### config.mk
export PLATFORM = sky130hd
export DESIGN_NAME = exe_mem_hazard_ctrl
export DESIGN_NICKNAME = d
export VERILOG_FILES = /design/src/rtl/exe_mem_hazard_ctrl.sv
export SDC_FILE = /design/constraint.sdc
export NUM_CORES = 1
export LEC_CHECK = 0
export ABC_CLOCK_PERIOD_IN_PS = 1800
export CAP_MARGIN = 20
export CORE_MARGIN = 8
export CORE_UTILIZATION = 40
export CTS_CLUSTER_DIAMETER = 100
export CTS_CLUSTER_SIZE = 10
export DETAILED_ROUTE_END_ITERATION = 16
export PLACE_DENSITY = 0.79
export SLEW_MARGIN = 10
export SYNTH_ARGS = -nofsm -noshare
export SYNTH_HDL_FRONTEND = slang
export SYNTH_SLANG_ARGS = --single-unit
### constraint.sdc
create_clock -name clk -period 1.8 [get_ports clk]
set_input_delay 0.27 -clock clk [delete_from_list [all_inputs] [get_ports clk]]
set_output_delay 0.27 -clock clk [all_outputs]
set_load 0.05 [all_outputs]
### src/rtl/exe_mem_hazard_ctrl.sv
// Hazard/stall controller for the five-stage pipeline: load-use stalls, MEM-stage branch flushes,
// multi-cycle data-memory freezes with a timeout watchdog. Optional counters: HAZARD_PERF_CNT_EN.
module exe_mem_hazard_ctrl #(
    parameter int unsigned MEM_TIMEOUT = 15
) (
    input  logic        clk,
    input  logic        rst_n,
    input  logic [4:0]  id_rs,
    input  logic [4:0]  id_rt,
    input  logic        id_uses_rt,
    input  logic        id_exe_memread,
    input  logic [4:0]  id_exe_dstreg,
    input  logic        exe_mem_zero,
    input  logic        exe_mem_beq,
    input  logic        exe_mem_bne,
    input  logic        exe_mem_memread,
    input  logic        exe_mem_memwrite,
    input  logic        dmem_ready,
    output logic        dmem_req,
    output logic        pc_write,
    output logic        pc_src,
    output logic        if_id_write,
    output logic        if_id_flush,
    output logic        id_exe_bubble,
    output logic        id_exe_flush,
    output logic        exe_mem_flush,
    output logic        pipe_hold,
    output logic        mem_err
`ifdef HAZARD_PERF_CNT_EN
    ,
    output logic [31:0] stall_cycles,
    output logic [31:0] flush_count,
    output logic [31:0] lu_count
`endif
);

    localparam logic [1:0] ST_RUN      = 2'd0;
    localparam logic [1:0] ST_MEM_WAIT = 2'd1;
    localparam logic [1:0] ST_ERR      = 2'd2;
    localparam logic [7:0] WAIT_LAST   = 8'(MEM_TIMEOUT - 1);

    logic [1:0] state_reg, state_next;
    logic [7:0] wait_cnt_reg, wait_cnt_next;
    logic       mem_acc, taken, lu;
    logic       freeze, decode;

    assign mem_acc = exe_mem_memread | exe_mem_memwrite;
    assign taken   = (exe_mem_beq & exe_mem_zero) | (exe_mem_bne & ~exe_mem_zero);
    assign lu      = id_exe_memread & (id_exe_dstreg != 5'd0) &
                     ((id_exe_dstreg == id_rs) | (id_uses_rt & (id_exe_dstreg == id_rt)));

    // Which regime applies this cycle, and the next-state decision.
    always_comb begin
        state_next    = state_reg;
        wait_cnt_next = wait_cnt_reg;
        freeze        = 1'b0;
        decode        = 1'b0;
        dmem_req      = 1'b0;
        case (state_reg)
            ST_RUN: begin
                dmem_req = mem_acc;
                if (mem_acc && !dmem_ready) begin
                    freeze        = 1'b1;
                    state_next    = ST_MEM_WAIT;
                    wait_cnt_next = 8'd0;
                end else begin
                    decode = 1'b1;
                end
            end
            ST_MEM_WAIT: begin
                dmem_req = 1'b1;
                if (dmem_ready) begin
                    decode     = 1'b1;
                    state_next = ST_RUN;
                end else begin
                    freeze        = 1'b1;
                    wait_cnt_next = wait_cnt_reg + 8'd1;
                    if (wait_cnt_reg == WAIT_LAST)
                        state_next = ST_ERR;
                end
            end
            default: begin
                freeze = 1'b1;
            end
        endcase
        // Reset aborts any wait immediately, including the request.
        if (!rst_n)
            dmem_req = 1'b0;
    end

    // Pipeline control decoding; reset forces the idle defaults.
    always_comb begin
        pc_write      = 1'b1;
        pc_src        = 1'b0;
        if_id_write   = 1'b1;
        if_id_flush   = 1'b0;
        id_exe_bubble = 1'b0;
        id_exe_flush  = 1'b0;
        exe_mem_flush = 1'b0;
        pipe_hold     = 1'b0;
        mem_err       = 1'b0;
        if (rst_n) begin
            if (freeze) begin
                pc_write    = 1'b0;
                if_id_write = 1'b0;
                pipe_hold   = 1'b1;
                mem_err     = (state_reg == ST_ERR);
            end else if (decode && taken) begin
                pc_src        = 1'b1;
                if_id_flush   = 1'b1;
                id_exe_flush  = 1'b1;
                exe_mem_flush = 1'b1;
            end else if (decode && lu) begin
                pc_write      = 1'b0;
                if_id_write   = 1'b0;
                id_exe_bubble = 1'b1;
            end
        end
    end

    always_ff @(posedge clk) begin
        if (!rst_n) begin
            state_reg    <= ST_RUN;
            wait_cnt_reg <= 8'd0;
        end else begin
            state_reg    <= state_next;
            wait_cnt_reg <= wait_cnt_next;
        end
    end

`ifdef HAZARD_PERF_CNT_EN
    logic [2:0]  perf_evt;
    logic [31:0] perf_cnt_reg [3];

    assign perf_evt = {id_exe_bubble, if_id_flush, ~pc_write};

    // Saturating event counters, frozen once the watchdog has tripped.
    generate
        for (genvar gi = 0; gi < 3; gi++) begin : g_perf
            always_ff @(posedge clk) begin
                if (!rst_n)
                    perf_cnt_reg[gi] <= 32'd0;
                else if (state_reg != ST_ERR && perf_evt[gi] && perf_cnt_reg[gi] != 32'hFFFF_FFFF)
                    perf_cnt_reg[gi] <= perf_cnt_reg[gi] + 32'd1;
            end
        end
    endgenerate

    assign stall_cycles = perf_cnt_reg[0];
    assign flush_count  = perf_cnt_reg[1];
    assign lu_count     = perf_cnt_reg[2];
`endif

endmodule

==> out/metrics.yaml, run 1 <==
setup_path:
  worst-setup-path-type: "input pin to output port"
  reg2reg_slack_ns: 0.32
  end_kind: "output port"
  critPathArrivalTime_ns: 1.56
  crit_path_max_fanout: 2
  required_ns: 1.53
  reg2reg_to: "wait_cnt_reg[4]$_SDFFE_PN0P_"
  start_kind: "input pin"
  slowest_stage: "or4_4"
  reg2regPathDepth: 5
  slowest_delay_ns: 0.54
  path_cells: "buf_8, or4_4, o2111ai_4, a2bb2oi_4, buf_12"
  r2r-start: "state_reg[0]$_SDFFE_PN0P_"
detailed_routing:
  top_layer: "met4"
  final_antenna_net_count: 0
  wl_met2_mm: 1.439
  totalWireLength_mm: 3.126
  met3_length_um: 342
  dr.first_iter.drc_count: 23
  wl_met1_mm: 1.267
  vias: 862
  first_pass_iters: 4
  vias_per_cell: 5.421
  avgRoutedWirePerCell_um: 19.66
  drc: 0
worst_hold_path:
  min_path_cells: 2
  hold_end: "wait_cnt_reg[1]$_SDFFE_PN0P_"
  hold_class: "register to register"
  worstHoldStart: "wait_cnt_reg[1]$_SDFFE_PN0P_"
die:
  rows: 15
  dieArea_um2: 3463
  die_y_um: 58.85
  core_area_um2: 1727
  io_pins: 35
  initial_core_util_pct: 42.54
  die_w_um: 58.85
synthesis:
  synth_area_um2: 734.5
  yosys_warnings: 0
  synth_fp_nets: 115
  postSynthAreaPerCell_um2: 8.346
  ys_seq_area_share_pct: 27.26
  synth_cell_types: 34
  synth_cells: 88
  ys_ff_latch: 10
layout:
  drive_gt1_share_pct: 42.54
  nNetsFinal: 162
  postLayoutCoreUtil_pct: 84.49
  antennaDiodeCount: 0
  final_area_um2: 1459
  nFillCells: 91
  syn2layout_area_growth_pct: 98.64
  largest_reg_flops: 8
global_routing:
  first_global_vias: 872
  grt.overflow.total: 0
  track_usage_pct: 17.15
  grt_pass1_wl_mm: 4.478
  grt_max_degree: 9
  antenna_found_initial: 0
job:
  cap_violations: 0
clocking:
  cts.sinks: 10
  clockRootBuffer: "clkbuf_4"
  hold_buffers: 0
  numCtsBuffers: 3
  clk_latency_ns: 0.27
  cts_tree: "yes"
  cts_buffer_depth: 2
  cts_htree_levels: 1
  path_clk_slew_ns: 0.06
timing:
  slew_headroom_pct: 70.00
  slew_viol_final: 0
  fmax_ghz: 0.5466
  rsz0062_at_grt: "yes"
  hold_violations: 0
  finalSetupTns_ns: -0.05887
  finalWorstSetupSlack_ns: -0.02960
  period_share_pct: 101.6
  setup_violations: 2
  worstMarginPinSlew_ns: 0.4490
  finalCriticalPeriod_ns: 1.830
  finalClockSkew_ns: 0.01001
run_status:
  status: "complete, but fails checks"
  failed_checks: "setup timing"
placed_design:
  detailed_place_hpwl_mm: 1.989
  gp_congestion: 0.8923
  io_buffers: 34
  placed_area_um2: 1259
pwr:
  p_per_area_nw_per_um2: 498.0
  power_leakage_uw: 0.0005935
  vdd_drop_max_mv: 0.6177
## cells by family (layout without fill, tap and decap cells)
family,Yosys count,after routing,share of synthesized area [%]
simple gates,37,37,28.79
xor+xnor,15,15,17.89
compound gates,14,14,13.97
flops,10,10,27.26
buf+inv,9,55,7.325
fa+ha+maj,2,2,3.407
mux,1,1,1.363
## per-layer routing
| layer | track usage, % | vias to the layer above |
|---|---|---|
| li1 | - | 402 |
| met1 | 17.78 | 407 |
| met2 | 29.44 | 44 |
| met3 | 6.739 | 9 |
| met4 | 8.191 | 0 |
| met5 | 0 | - |
## power breakdown
part           total (uW)  internal [uW]  leakage [uW]  switching, uW
clock network         204            123     0.0000210           80.6
registers             226            224     0.0000814           2.49
logic                 297            143      0.000491            154
total                 727            490      0.000593            237
## worst max-delay path by stage
stage,start,endpoint,slack (ns),cells after the start
after global routing,id_exe_dstreg[4],pc_write,-0.06,5
after floorplan,id_exe_dstreg[1],pc_write,-0.30,4
after CTS,id_exe_dstreg[4],pc_write,-0.03,5
after global placement,id_exe_dstreg[2],if_id_write,-0.40,5
final,id_exe_dstreg[4],pc_write,-0.03,5
after detailed placement,id_exe_dstreg[2],pc_write,-0.44,5
## repair_timing
item,CTS,global route
endpoints found under the setup margin,8,8
buffers inserted,4,0
gates resized for setup,59,22
pin swaps,14,11
## cell type report
class                           instances  area [um^2]  share of cell area (%)
Multi-Input combinational cell         69        654.4                   44.85
Clock buffer                            4        36.28                   2.487
Timing Repair Buffer                   49        525.5                   36.02
Sequential cell                        10        203.9                   13.98
Tap cell                               25        31.28                   2.144
Inverter                                2        7.507                  0.5146
## worst max-delay path: cells and delay by family
family | cells | cell delay (ns)
AO/OA/AOI/OAI | 2 | 0.49
AND/OR/NAND/NOR | 1 | 0.54
buffers and inverters | 2 | 0.26
## stage by stage
stage	power [uW]	setup WS (ns)	hold WS [ns]	std cells
CTS	699.8	-0.03240	0.5092	159
global route	754.3	-0.06208	0.5402	159
floorplan	335.3	-0.2977	0.4578	88
finish	726.5	-0.02960	0.5074	159
global placement	464.7	-0.4038	0.4745	151
detailed placement	470.8	-0.4409	0.4978	151
## synth_stat cells, drive strengths merged
cell     count  share of area [%]
a32oi        1                1.2
clkbuf       1               0.51
o21a         1                1.0
o21ai        2                1.4
o2111ai      1                2.0
a2bb2oi      1                1.2
buf          6                5.8
dfxtp       10                 27
o211ai       1                1.0
nand2        4                2.0
and2         3                2.6
nand4        4                3.4
and4         1                1.2
mux2i        1                1.4
ha           2                3.4
nor2b        1               0.85
xor2        14                 17
nor3b        2                2.0
nor3         4                2.7
nor4         2                1.7
a31oi        2                1.7
or3          2                1.7
or4          1                1.5
nor2         7                3.6
and3         2                1.7
a21boi       2                2.0
inv          2                1.0
a21oi        2                1.4
nand3b       1                1.0
o21bai       1                1.0
nand3        3                2.7
xnor2        1                1.2
## layout by cell type (no fill, tap or decap), drive strengths merged, types with 2 or more instances in the layout
master,n
clkdlybuf4s50,3
xor2,14
a31oi,2
nand2,4
dfxtp,10
ha,2
inv,2
nor3,4
and3,2
nor3b,2
nand3,3
nor4,2
nand4,4
dlygate4sd2,10
buf,31
a21oi,2
or3,2
clkbuf,8
o21ai,2
nor2,7
and2,3
a21boi,2
No activity file was read; power rests on OpenSTA's default activity.
==> run 2, diff against run 1 <==
--- a/config.mk
+++ b/config.mk
@@ -13,6 +13,7 @@
 export CTS_CLUSTER_SIZE = 10
 export DETAILED_ROUTE_END_ITERATION = 16
 export PLACE_DENSITY = 0.79
+export SKIP_CTS_REPAIR_TIMING = 1
 export SLEW_MARGIN = 10
 export SYNTH_ARGS = -nofsm -noshare
 export SYNTH_HDL_FRONTEND = slang
==> run 2 against run 1 <==
Critical path depth unchanged. Worst hold slack worse by 0.00096 ns. Highest routed layer unchanged. Cell area up 1.2%. The flow still finishes with violations (setup timing). Sequential power about the same.
==> out/metrics.yaml, run 2 (synthesized netlist as in run 1, its figures left out) <==
clocking:
  numCtsBuffers: 3  # unchanged
  cts_htree_levels: 1  # unchanged
  cts.sinks: 10  # unchanged
  clockRootBuffer: "clkbuf_4"  # unchanged
  cts_buffer_depth: 2  # unchanged
  clk_latency_ns: 0.27  # about the same
  cts_tree: "yes"  # unchanged
  path_clk_slew_ns: 0.07  # was 0.06 ns
timing:
  period_share_pct: 102.6  # was 101.6%
  hold_violations: 0  # unchanged
  finalWorstSetupSlack_ns: -0.04758  # was -0.02960 ns
  finalClockSkew_ns: 0.009375  # was 0.01001 ns
  rsz0062_at_grt: "yes"  # unchanged
  slew_viol_final: 0  # unchanged
  slew_headroom_pct: 71.00  # was 70.00%
  worstMarginPinSlew_ns: 0.4311  # was 0.4490 ns
  finalCriticalPeriod_ns: 1.848  # was 1.830 ns
  fmax_ghz: 0.5413  # was 0.5466 GHz
  setup_violations: 4  # was 2
detailed_routing:
  totalWireLength_mm: 2.829  # was 3.126 mm
  wl_met2_mm: 1.248  # was 1.439 mm
  vias: 841  # was 862
  wl_met1_mm: 1.254  # was 1.267 mm
  avgRoutedWirePerCell_um: 17.79  # was 19.66 um
  dr.first_iter.drc_count: 18  # was 23
  final_antenna_net_count: 0  # unchanged
  drc: 0  # unchanged
  met3_length_um: 270  # was 342 um
  top_layer: "met4"  # unchanged
  first_pass_iters: 4  # unchanged
  vias_per_cell: 5.289  # was 5.421
layout:
  syn2layout_area_growth_pct: 101.0  # was 98.64%
  postLayoutCoreUtil_pct: 85.51  # was 84.49%
  largest_reg_flops: 8  # unchanged
  most-common-layout-cells: "dlymetal6s2s_1 (17), buf_4 (14), xor2_1 (13), buf_12 (10), dfxtp_1 (9)"  # was buf_4 (14), xor2_1 (10), dlygate4sd2_1 (10), buf_12 (10), dfxtp_1 (9)
  nFillCells: 86  # was 91
  antennaDiodeCount: 0  # unchanged
  nNetsFinal: 162  # unchanged
  drive_gt1_share_pct: 35.07  # was 42.54%
  layout_commonest_cell: "dlymetal6s2s_1"  # was buf_4
global_routing:
  antenna_found_initial: 0  # unchanged
  first_global_vias: 825  # was 872
  grt_pass1_wl_mm: 3.788  # was 4.478 mm
  track_usage_pct: 14.27  # was 17.15%
  grt.overflow.total: 0  # unchanged
  grt_max_degree: 9  # unchanged
pwr:
  p_per_area_nw_per_um2: 481.8  # was 498.0 nW/um^2
  vdd_drop_max_mv: 0.6252  # was 0.6177 mV
  p_total_uw: 711.3  # was 726.5 uW
  power_leakage_uw: 0.0007144  # was 0.0005935 uW
setup_path:
  path_cells: "buf_6, or4_4, o2111ai_4, a2bb2oi_4, buf_12"  # was buf_8, or4_4, o2111ai_4, a2bb2oi_4, buf_12
  required_ns: 1.53  # about the same
  crit_path_max_fanout: 3  # was 2
  end_kind: "output port"  # unchanged
  worst-setup-path-type: "input pin to output port"  # unchanged
  critPathArrivalTime_ns: 1.58  # was 1.56 ns
  path_buf_inv: 2  # unchanged
  slowest_delay_ns: 0.54  # about the same
  slowest_stage: "or4_4"  # unchanged
  start_kind: "input pin"  # unchanged
  cp_top_family: "simple AND/OR/NAND/NOR gates"  # unchanged
worst_hold_path:
  hold_class: "register to register"  # unchanged
die:
  die_w_um: 58.85  # unchanged
  rows: 15  # unchanged
  initial_core_util_pct: 42.54  # unchanged
  io_pins: 35  # unchanged
  core_area_um2: 1727  # unchanged
  die_y_um: 58.85  # unchanged
  dieArea_um2: 3463  # unchanged
placed_design:
  detailed_place_hpwl_mm: 1.989  # unchanged
  io_buffers: 34  # unchanged
  dp_slack_ns: -0.4409  # unchanged
  gp_congestion: 0.8923  # unchanged
job:
  cap_violations: 0  # unchanged
run_status:
  failed_checks: "setup timing"  # unchanged
  status: "complete, but fails checks"  # unchanged
## run 2: metal layers
metal / vias to the layer above / global-route usage (%)
li1: 409 / -
met1: 383 / 16.03
met2: 42 / 23.83
met3: 7 / 4.130
met4: 0 / 7.167
met5: - / 0
## run 2: worst min-delay path, delay by kind of cell (launching register included)
| family | cells | cell delay [ns] |
|---|---|---|
| AOI/OAI and AO/OA | 2 | 0.14 |
| DFF | 1 | 0.33 |
## run 2: worst paths after layout
check | from | endpoint | slack [ns] | cells after the start
hold / removal | wait_cnt_reg[7]$_SDFFE_PN0P_ | wait_cnt_reg[7]$_SDFFE_PN0P_ | 0.51 | 2
setup / recovery | id_exe_dstreg[3] | pc_write | -0.05 | 5
setup reg to reg | state_reg[0]$_SDFFE_PN0P_ | wait_cnt_reg[4]$_SDFFE_PN0P_ | 0.31 | 5
hold reg to reg | wait_cnt_reg[7]$_SDFFE_PN0P_ | wait_cnt_reg[7]$_SDFFE_PN0P_ | 0.51 | 2
## run 2: metrics by stage
stage / TNS [ns] / instances / instance area [um^2] / hold WS, ns
floorplan: -1.308 / 88 / 750.7 / 0.4578
global placement: -1.735 / 151 / 1259 / 0.4745
global route: -0.4679 / 159 / 1476 / 0.5406
finish: -0.1338 / 159 / 1476 / 0.5064
detailed placement: -2.173 / 151 / 1259 / 0.4978
CTS: -2.226 / 155 / 1295 / 0.5092
## run 2: area by class of cell
| cell class | instances | area [um^2] | area share (%) |
|---|---|---|---|
| sequential | 10 | 203.9 | 13.81 |
| inverter | 2 | 7.507 | 0.5085 |
| clock buffer | 4 | 36.28 | 2.458 |
| tap | 25 | 31.28 | 2.119 |
| timing repair buffer | 49 | 596.8 | 40.42 |
| multi-input combinational | 69 | 600.6 | 40.68 |
## run 2: where the power goes
group	total [uW]	switching, uW	internal (uW)
Clock	204	80.9	123
Sequential	227	2.82	224
Combinational	281	136	145
Total	711	220	491
